<file path="src/rtl/booth_r4_seq_mult_pkg.sv">
// Shared definitions for the radix-4 Booth sequential multiplier: FSM states,
// Booth digit codes and the digit-count / accumulator-width derivations.
package booth_r4_seq_mult_pkg;

    typedef enum logic [1:0] {
        S_IDLE = 2'b00,
        S_BUSY = 2'b01,
        S_DONE = 2'b10
    } state_t;

    typedef enum logic [2:0] {
        BD_ZERO = 3'd0,
        BD_P1   = 3'd1,
        BD_P2   = 3'd2,
        BD_M1   = 3'd3,
        BD_M2   = 3'd4
    } booth_digit_t;

    // One extra digit so the zero-extended unsigned operand still ends on a zero digit.
    function automatic int booth_ndig(input int n);
        return n / 32'sd2 + 32'sd1;
    endfunction

    function automatic int booth_acc_w(input int n);
        return 32'sd2 * n + 32'sd2;
    endfunction

    function automatic booth_digit_t booth_decode(input logic [2:0] d);
        booth_digit_t code;
        case (d)
            3'b000, 3'b111: code = BD_ZERO;
            3'b001, 3'b010: code = BD_P1;
            3'b011:         code = BD_P2;
            3'b100:         code = BD_M2;
            3'b101, 3'b110: code = BD_M1;
            default:        code = BD_ZERO;
        endcase
        return code;
    endfunction

endpackage

</file>
<file path="src/rtl/booth_r4_seq_mult_digit.sv">
// Combinational radix-4 Booth partial-product generator: maps one 3-bit
// digit window and the extended multiplicand to 0, +/-ys or +/-2ys.
module booth_r4_digit
    import booth_r4_seq_mult_pkg::*;
#(
    parameter int ACC_W = 34
)
(
    input  logic [2:0]       digit,
    input  logic [ACC_W-1:0] ys,
    output logic [ACC_W-1:0] pp
);

    booth_digit_t     code_s;
    logic [ACC_W-1:0] ys2_s;

    // Select the partial product; negation is two's complement modulo 2^ACC_W.
    always_comb begin
        code_s = booth_decode(digit);
        ys2_s  = ys << 1;
        pp     = {ACC_W{1'b0}};
        case (code_s)
            BD_ZERO: pp = {ACC_W{1'b0}};
            BD_P1:   pp = ys;
            BD_P2:   pp = ys2_s;
            BD_M1:   pp = ~ys + ACC_W'(1'b1);
            BD_M2:   pp = ~ys2_s + ACC_W'(1'b1);
            default: pp = {ACC_W{1'b0}};
        endcase
    end

endmodule

</file>
<file path="src/rtl/booth_r4_seq_mult.sv">
// Multi-cycle radix-4 Booth multiplier, one digit per clock, signed/unsigned per operation.
// Optional `BOOTH_EARLY_TERM_EN: finish as soon as the remaining multiplier digits are all zero.
module booth_r4_seq_mult
    import booth_r4_seq_mult_pkg::*;
#(
    parameter int N = 16
)
(
    input  logic           clk,
    input  logic           rst_n,
    input  logic           in_valid,
    output logic           in_ready,
    input  logic           is_signed,
    input  logic [N-1:0]   x,
    input  logic [N-1:0]   y,
    output logic           out_valid,
    input  logic           out_ready,
    output logic [2*N-1:0] result
);

    localparam int NDIG  = booth_ndig(N);
    localparam int ACC_W = booth_acc_w(N);
    localparam int XW    = 2 * NDIG;
    localparam int XS_W  = XW + 1;
    localparam int DIG_W = (NDIG > 1) ? $clog2(NDIG) : 1;

    state_t           state_r;
    logic [XS_W-1:0]  xs_r;
    logic [ACC_W-1:0] ys_r;
    logic [ACC_W-1:0] acc_r;
    logic [DIG_W-1:0] dig_r;
    logic             in_ready_r;
    logic             out_valid_r;
    logic [2*N-1:0]   result_r;

    logic [XW-1:0]    x_ext_s;
    logic [ACC_W-1:0] y_ext_s;
    logic [ACC_W-1:0] pp_s;
    logic [ACC_W-1:0] pp_shift_s;
    logic [ACC_W-1:0] acc_next_s;
    logic [XS_W-1:0]  xs_next_s;
    logic             last_s;
    logic             stop_s;

    booth_r4_digit #(
        .ACC_W (ACC_W)
    ) u_digit (
        .digit (xs_r[2:0]),
        .ys    (ys_r),
        .pp    (pp_s)
    );

    // Operand extension, accumulator update and termination decision.
    always_comb begin
        x_ext_s    = {{(XW - N){is_signed & x[N-1]}}, x};
        y_ext_s    = {{(ACC_W - N){is_signed & y[N-1]}}, y};
        pp_shift_s = pp_s << {dig_r, 1'b0};
        acc_next_s = acc_r + pp_shift_s;
        xs_next_s  = {{2{xs_r[XS_W-1]}}, xs_r[XS_W-1:2]};
        last_s     = (dig_r == DIG_W'(NDIG - 1));
`ifdef BOOTH_EARLY_TERM_EN
        // Uniform remaining bits (overlap bit included) decode only to zero digits.
        stop_s     = last_s || (xs_next_s == {XS_W{1'b0}}) || (xs_next_s == {XS_W{1'b1}});
`else
        stop_s     = last_s;
`endif
    end

    // Control FSM and datapath registers.
    always_ff @(posedge clk or negedge rst_n) begin
        if (!rst_n) begin
            state_r     <= S_IDLE;
            xs_r        <= {XS_W{1'b0}};
            ys_r        <= {ACC_W{1'b0}};
            acc_r       <= {ACC_W{1'b0}};
            dig_r       <= {DIG_W{1'b0}};
            in_ready_r  <= 1'b1;
            out_valid_r <= 1'b0;
            result_r    <= {(2 * N){1'b0}};
        end else begin
            case (state_r)
                S_IDLE: begin
                    if (in_valid && in_ready_r) begin
                        xs_r       <= {x_ext_s, 1'b0};
                        ys_r       <= y_ext_s;
                        acc_r      <= {ACC_W{1'b0}};
                        dig_r      <= {DIG_W{1'b0}};
                        in_ready_r <= 1'b0;
                        state_r    <= S_BUSY;
                    end
                end
                S_BUSY: begin
                    acc_r <= acc_next_s;
                    xs_r  <= xs_next_s;
                    dig_r <= dig_r + DIG_W'(1'b1);
                    if (stop_s) begin
                        out_valid_r <= 1'b1;
                        result_r    <= acc_next_s[2*N-1:0];
                        state_r     <= S_DONE;
                    end
                end
                S_DONE: begin
                    if (out_ready) begin
                        out_valid_r <= 1'b0;
                        in_ready_r  <= 1'b1;
                        state_r     <= S_IDLE;
                    end
                end
                default: begin
                    out_valid_r <= 1'b0;
                    in_ready_r  <= 1'b1;
                    state_r     <= S_IDLE;
                end
            endcase
        end
    end

    // in_ready must read low for the whole time reset is asserted.
    assign in_ready  = in_ready_r & rst_n;
    assign out_valid = out_valid_r;
    assign result    = result_r;

endmodule
</file>
<file path="config.mk">
export PLATFORM = sky130hd
export DESIGN_NAME = booth_r4_seq_mult
export DESIGN_NICKNAME = d
export VERILOG_FILES = /design/src/rtl/booth_r4_seq_mult_pkg.sv /design/src/rtl/booth_r4_seq_mult_digit.sv /design/src/rtl/booth_r4_seq_mult.sv
export SDC_FILE = /design/constraint.sdc
export NUM_CORES = 1
export LEC_CHECK = 0
export CAP_MARGIN = 20
export CORE_MARGIN = 2
export CORE_UTILIZATION = 45
export CTS_CLUSTER_SIZE = 14
export DETAILED_ROUTE_END_ITERATION = 10
export MAX_ROUTING_LAYER = met4
export PLACE_DENSITY = 0.63
export RECOVER_POWER = 25
export SLEW_MARGIN = 10
export SYNTH_ARGS = -nofsm -noshare
export SYNTH_HDL_FRONTEND = slang
export SYNTH_HIERARCHICAL = 1
export SYNTH_SLANG_ARGS = --single-unit
export TNS_END_PERCENT = 10
</file>
<file path="constraint.sdc">
create_clock -name clk -period 15.3 [get_ports clk]
set_input_delay 2.295 -clock clk [delete_from_list [all_inputs] [get_ports clk]]
set_output_delay 2.295 -clock clk [all_outputs]
set_load 0.05 [all_outputs]
</file>
==> flow_summary.toml, run 1 <==
[setup_path]
arrival_ns = 4.88
startpoint_type = "primary input"
worstPathMaxFanout = 40
cpMaxStageDelayCell = "clkbuf_1"
crit_type = "in2out"
path_cells = "clkbuf_1, and2_1, clkdlybuf4s50_1"
required_ns = 13.01
critPathMaxStageDelay_ns = 1.48
cp-end-kind = "primary output"
r2r_slack_ns = 9.16

[floorplanning]
die_h_um = 145.6
top_level_ports = 71
core_sq_um = 19590
rows = 51
die_w_um = 145.6
die_area_sq_um = 21210
initial_core_util = 0.4609

[layout]
area_delta_synth_final_pct = 12.42
multi_input_area_sq_um = 5914
nFillCells = 1955
nets = 1226
seq_area_sq_um = 2705
final_area_sq_um = 10150
diodes = 0
drive_gt1_frac = 0.06569

[timing]
finalHoldViolations = 0
period_share = 0.4688
max_freq_mhz = 139.4
report.final.slew_viol_count = 158
setup_viol = 0
skew_ns = 0.01378
finalSetupTns_ns = 0
slew_headroom = -1.623
tightest_slew_ns = 3.935
rsz0062_at_grt = "false"
finalCriticalPeriod_ns = 7.173

[placement]
gp_congestion = 0.9288
io_buffers = 70
dpl_cell_area_sq_um = 9833
hpwl_mm = 18.29

[route]
antenna_left = 0
num_vias = 8553
vias_per_cell = 6.015
wl_mm = 25.95
wl_per_cell_um = 18.25
firstDrtPassIters = 5
drc_errors = 0
drt-initial-drc-count = 749

[grt]
grt_max_degree = 97
antenna_found_initial = 0
grt_usage = 0.2544
grt_overflow = 0
grt_pass1_vias = 7905
grt_pass1_wl_mm = 42.72

[clock_tree]
clock-sinks = 108
numCtsBuffers = 9
cts_root_buffer = "clkbuf_16"
post_cts_resized = 0
holdBufCountCts = 0
clock_latency_ns = 0.37
cts.clk_slew.worst_paths_ns = 0.08
clockBufferDepth = 2
cts_tree = "built"
cts-htree-levels = 3
postCtsSetupBuffers = 0

[synthesis]
netlist_instances = 1143
synth_nets = 1217
ys_warn_count = 6
post_synth_instance_area_sq_um = 9029
syn_area_per_cell_sq_um = 7.899

[hold_path]
hold_class = "reg2reg"

[outcome]
outcome = "finished with violations"
violations = "capacitance limit, slew limit"

[flow_run]
cap_violations = 3
==> worst max-delay path: cells and delay by family <==
kind                   cells  cell delay [ns]
buffers and inverters      2             2.29
AND/OR/NAND/NOR            1             0.28
==> final cells by class <==
type	instances	share of cell area
clock inverters	7	0.01085
inverters	17	0.006287
flip-flops and latches	108	0.2665
repair buffers	86	0.07877
multi-input cells	930	0.5827
clock buffers	9	0.02219
well taps	265	0.03267
==> per-stage QoR <==
stage | instances | hold WS (ns) | worst slack (ns) | utilization
final | 1422 | 0.4795 | 8.127 | 0.5181
after global routing | 1422 | 0.5075 | 7.101 | 0.5181
after CTS | 1422 | 0.4879 | 9.228 | 0.5191
after detailed placement | 1406 | 0.4691 | 9.241 | 0.5019
after global placement | 1406 | 0.4619 | 9.231 | 0.5019
after floorplan | 1143 | 0.4438 | 9.702 | -
==> worst paths after layout <==
kind,end,start,cells past startpoint
setup / recovery,in_ready,rst_n,3
min in group asynchronous,xs_r[3],rst_n,1
hold reg to reg,result[8],result[8],2
max in group asynchronous,acc_r[15],rst_n,2
setup reg to reg,result[31],ys_r[5],16
hold / removal,result[8],result[8],2
==> placed cells by master (no fill, tap or decap), types with 10 or more instances in the layout <==
master           count
nand4_1             16
nand2b_1            10
a31oi_1             23
xor2_1              14
a21oi_1             66
a211oi_1            14
and2_1              11
nand2_1            184
mux2_2              11
dfrtp_1            106
o21ai_0             87
clkdlybuf4s50_1     68
ha_1                36
nor2_1              84
inv_1               17
a22oi_1             12
xnor2_1             17
or3_1               11
o31ai_1             17
mux2i_1             29
a22o_1              12
o22ai_1             13
buf_4               12
nand3_1             40
nor3_1              32
o211ai_1            15
nor2b_1             19
==> metal layers <==
metal,global-route usage,part of all wire
met4,0.05980,0.018
met1,0.3824,0.50
met3,0.03605,0.057
met2,0.3602,0.42
met5,-,0
==> registers in the layout, indices dropped and copies added, names as in the netlist <==
| register | count |
|---|---|
| acc_r | 32 |
| dig_r | 4 |
| result | 32 |
| state_r | 2 |
| ys_r | 17 |
| in_ready_r | 1 |
| xs_r | 19 |
| out_valid | 1 |
Power of run 1 is not shown: default switching activity piles up to over one toggle a cycle in this logic, so the estimate is an artifact.
==> run 2: changes to the inputs <==
==> constraint.sdc (replaced) <==
create_clock -name clk -period 7.07 [get_ports clk]
set_input_delay 1.0605 -clock clk [delete_from_list [all_inputs] [get_ports clk]]
set_output_delay 1.0605 -clock clk [all_outputs]
set_load 0.05 [all_outputs]
==> run 2 against run 1 <==
Effect of this change: the flow still finishes with violations (capacitance limit, slew limit); final area is 0.16% lower; global-route usage hardly changed; sequential share of layout area about the same; wire length is 0.40% lower; hold slack about the same; critical path type is now reg2reg; largest cell class unchanged.
==> flow_summary.toml, run 2 (synthesis gave the netlist of run 1 again) <==
[grt]
grt_pass1_vias = 8118
met3_usage = 0.04357
grt_use_met1 = 0.3756
grt_pass1_wl_mm = 42.98
grt_max_degree = 90
grt_usage = 0.2545
grt_overflow = 0
grt_util_met2 = 0.3590
grt.busiest_layer = "met1"
antenna_found_initial = 0

[clock_tree]
cts_root_buffer = "clkbuf_16"
post_cts_resized = 0
holdBufCountCts = 0
cts-htree-levels = 3
numCtsBuffers = 9
postCtsSetupBuffers = 0
clock_latency_ns = 0.37
cts.clk_slew.worst_paths_ns = 0.08
clockBufferDepth = 2
cts_tree = "built"
clock-sinks = 108

[route]
wl_mm = 25.84
vias_per_cell = 6.104
num_vias = 8692
drc_errors = 0
wl_per_cell_um = 18.15
drt-initial-drc-count = 736
antenna_left = 0
firstDrtPassIters = 5

[hold_path]
hold_class = "reg2reg"

[setup_path]
crit_type = "reg2reg"
worstPathMaxFanout = 12
timing.rr.start = "ys_r[5]"
r2r_slack_ns = 1.54
required_ns = 7.33
timing.rr.end = "result[31]"
crit_path_end = "result[31]"
arrival_ns = 5.79
startpoint_type = "flip-flop"
startpoint = "ys_r[5]"
ff2ff_path_depth = 16
cp-end-kind = "flip-flop"

[outcome]
outcome = "finished with violations"
violations = "capacitance limit, slew limit"

[layout]
final_common_cell = "nand2_1"
nets = 1228
seq_area_sq_um = 2705
instances_no_fill = 1424
nFillCells = 1919
diodes = 0
drive_gt1_frac = 0.06989
layout_common_cells = "nand2_1 (184), dfrtp_1 (106), o21ai_0 (87)"
area_delta_synth_final_pct = 12.24
multi_input_area_sq_um = 5914

[floorplanning]
initial_core_util = 0.4609
die_w_um = 145.6
rows = 51
core_sq_um = 19590
die_h_um = 145.6
die_area_sq_um = 21210
top_level_ports = 71

[timing]
finalHoldViolations = 0
skew_ns = 0.01246
timing.hold.ws_ns = 0.4799
rsz0062_at_grt = "false"
finalSetupTns_ns = 0
finalCriticalPeriod_ns = 5.528
period_share = 0.7820
max_freq_mhz = 180.9
tightest_slew_ns = 3.761
slew_headroom = -1.508
setup_viol = 0
report.final.slew_viol_count = 70

[placement]
dp_cells = 1408
gp_congestion = 0.9595
io_buffers = 70
hpwl_mm = 18.71

[flow_run]
cap_violations = 1
## run 2: changes by cell type in the layout (fill, tap and decap cells not counted), sizes merged
cell / delta
dlygate4sd3: -1
clkbuf: -2
inv: -3
buf: +5
clkdlybuf4s50: +1
clkinvlp: +2
## run 2: area by class of cell
cell class                 count  area share
multi-input combinational    930      0.5837
clock inverter                 6    0.006297
inverter                      17    0.006297
clock buffer                  10     0.02260
tap                          265     0.03272
sequential                   108      0.2669
timing repair buffer          88     0.08149
## run 2: critical path: stages, from the launching register on
cell and delay, ns:
dfrtp_1 0.48, nor4_4 0.48, nand3_1 0.43, or4_1 0.66, xnor2_1 0.15, o21ai_0 0.15
mux4_2 0.49, and2_1 0.19, a211oi_1 0.32, a21oi_1 0.12, ha_1 0.45, a21oi_2 0.22
o21ai_1 0.15, a2111o_1 0.46, a31oi_1 0.28, a211oi_1 0.12, a211o_1 0.28
## run 2: worst min-delay path by stage
stage                          start          to  cells past startpoint
final                      result[7]   result[7]                      2
after global routing      result[31]  result[31]                      1
after CTS                  result[6]   result[6]                      2
after detailed placement   result[0]   result[0]                      2
after global placement     result[6]   result[6]                      2
after floorplan             ys_r[11]    ys_r[11]                      2
## run 2: per-stage QoR
step | worst slack (ns) | instance area [sq um] | util
finish | 1.542 | 10130 | 0.5173
global route | 1.094 | 10130 | 0.5173
CTS | 1.556 | 10140 | 0.5177
detailed placement | 1.587 | 9848 | 0.5027
global placement | 1.681 | 9848 | 0.5027
floorplan | 1.472 | 9029 | -
## run 2: layer usage
metal / vias to the layer above / share of wire
li1: 4229 / -
met1: 4131 / 0.49
met2: 301 / 0.42
met3: 31 / 0.067
met4: 0 / 0.016
met5: - / 0
Power of run 2 is left out for the same reason.
==> run 3: changes to the inputs <==
==> constraint.sdc (replaced) <==
create_clock -name clk -period 5.51 [get_ports clk]
set_input_delay 0.8265 -clock clk [delete_from_list [all_inputs] [get_ports clk]]
set_output_delay 0.8265 -clock clk [all_outputs]
set_load 0.05 [all_outputs]
==> run 3 against run 2 <==
Effect of this change: the run still ends with capacitance limit, slew limit left; count of clock-buffer cells in the layout up 2; via count about the same; highest routed layer unchanged; worst setup slack worse by 1.2 ns; critical path depth unchanged; final area up 2.3%; die area unchanged; sequential share of layout area down 0.59 points; register-to-register slack worse by 1.2 ns.
==> flow_summary.toml, run 3 (synthesis gave the netlist of run 1 again) <==
[grt]
grt_usage = 0.2542
grt_pass1_vias = 8124
grt_overflow = 0
grt_pass1_wl_mm = 42.94
antenna_found_initial = 0
grt_max_degree = 86

[floorplanning]
core_sq_um = 19590
die_h_um = 145.6
die_area_sq_um = 21210
initial_core_util = 0.4609
top_level_ports = 71
rows = 51
die_w_um = 145.6

[hold_path]
hold_class = "reg2reg"
holdCritStartpoint = "result[7]"
whs_path_depth = 2
min_to = "result[7]"

[flow_run]
cap_violations = 2

[setup_path]
cpMaxStageDelayCell = "or4_1"
timing.rr.end = "result[31]"
ff2ff_path_depth = 16
required_ns = 5.75
crit_family = "compound AO/OA/AOI/OAI gates"
timing.rr.start = "ys_r[16]"
cp-end-kind = "flip-flop"
critPathBufInv = 0
arrival_ns = 5.41
critPathMostFrequentCell = "or4_1"
path_cells = "or4_1, nand2b_1, or4_1, a31oi_1, o21ai_0, mux4_2, and2_1, a211oi_2, a21oi_1, ha_1, a21oi_2, o21ai_1, a2111o_1, a31oi_2, a211oi_1, a211o_1"
r2r_slack_ns = 0.35
worstPathMaxFanout = 12
startpoint_type = "flip-flop"
critPathMaxStageDelay_ns = 0.55
crit_type = "reg2reg"

[timing]
tightest_slew_ns = 2.842
finalWorstSetupSlack_ns = 0.3466
setup_viol = 0
finalHoldViolations = 0
finalSetupTns_ns = 0
timing.hold.ws_ns = 0.4763
skew_ns = 0.009360
finalCriticalPeriod_ns = 5.163
max_freq_mhz = 193.7
rsz0062_at_grt = "true"
report.final.slew_viol_count = 53
period_share = 0.9371
slew_headroom = -0.8949

[route]
wl_per_cell_um = 17.83
antenna_left = 0
drc_errors = 0
drt-initial-drc-count = 733
num_vias = 8686
firstDrtPassIters = 5
wl_mm = 25.85
vias_per_cell = 5.990

[outcome]
violations = "capacitance limit, slew limit"
outcome = "finished with violations"

[clock_tree]
cts_root_buffer = "clkbuf_16"
cts.clk_slew.worst_paths_ns = 0.07
cts-htree-levels = 3
clock-sinks = 108
holdBufCountCts = 0
clock_latency_ns = 0.36
clockBufferDepth = 2
numCtsBuffers = 9
postCtsSetupBuffers = 0
cts_tree = "built"

[placement]
io_buffers = 70
dpl_cell_area_sq_um = 10060
gp_congestion = 0.9779
hpwl_mm = 19.02
dp_slack_ns = 0.1847

[layout]
drive_gt1_frac = 0.09620
final_area_sq_um = 10360
final_common_cell = "nand2_1"
diodes = 0
seq_area_sq_um = 2705
nFillCells = 1925
nets = 1255
layout_common_cells = "nand2_1 (184), dfrtp_1 (106), o21ai_0 (87)"
area_delta_synth_final_pct = 14.79
multi_input_area_sq_um = 5953
==> run 3: through the flow <==
step                      instances    util
after floorplan                1143       -
after global placement         1435  0.5137
after detailed placement       1435  0.5137
after CTS                      1450  0.5274
after global routing           1450  0.5290
final                          1450  0.5290
==> run 3: worst max path at each step <==
stage / depth (start not counted) / end / start
4_1_cts: 19 / result[31] / ys_r[0]
3_5_place_dp: 19 / result[31] / ys_r[0]
5_1_grt: 22 / acc_r[29] / ys_r[0]
2_1_floorplan: 20 / result[31] / ys_r[16]
3_3_place_gp: 19 / result[31] / ys_r[0]
6_report: 16 / result[31] / ys_r[16]
==> run 3: worst reg2reg max path, delay by kind of cell, from the launching register on <==
family,cells,cell delay [ns]
DFF,1,0.48
muxes,1,0.51
and+or+nand+nor,4,1.47
adders and majority gates,1,0.39
AOI/OAI and AO/OA,10,2.21
==> run 3: area by class of cell <==
class,instances,share of cell area
Clock inverter,3,0.002052
Sequential cell,108,0.2610
Tap cell,265,0.03199
Inverter,17,0.006157
Timing Repair Buffer,115,0.1006
Multi-Input combinational cell,930,0.5744
Clock buffer,12,0.02378
==> run 3: what timing repair did <==
action | 4_1_cts | 5_1_grt
resized for setup | 0 | 8
endpoints found under the setup margin | 0 | 8
hold endpoints to repair | 0 | 0
==> run 3: metal layers <==
layer,part of all wire,vias to the layer above,GRT usage
met5,0,-,-
met4,0.014,0,0.06225
met3,0.056,27,0.02602
met2,0.43,277,0.3647
met1,0.50,4091,0.3838
li1,-,4291,-
Power of run 3 is left out for the same reason.
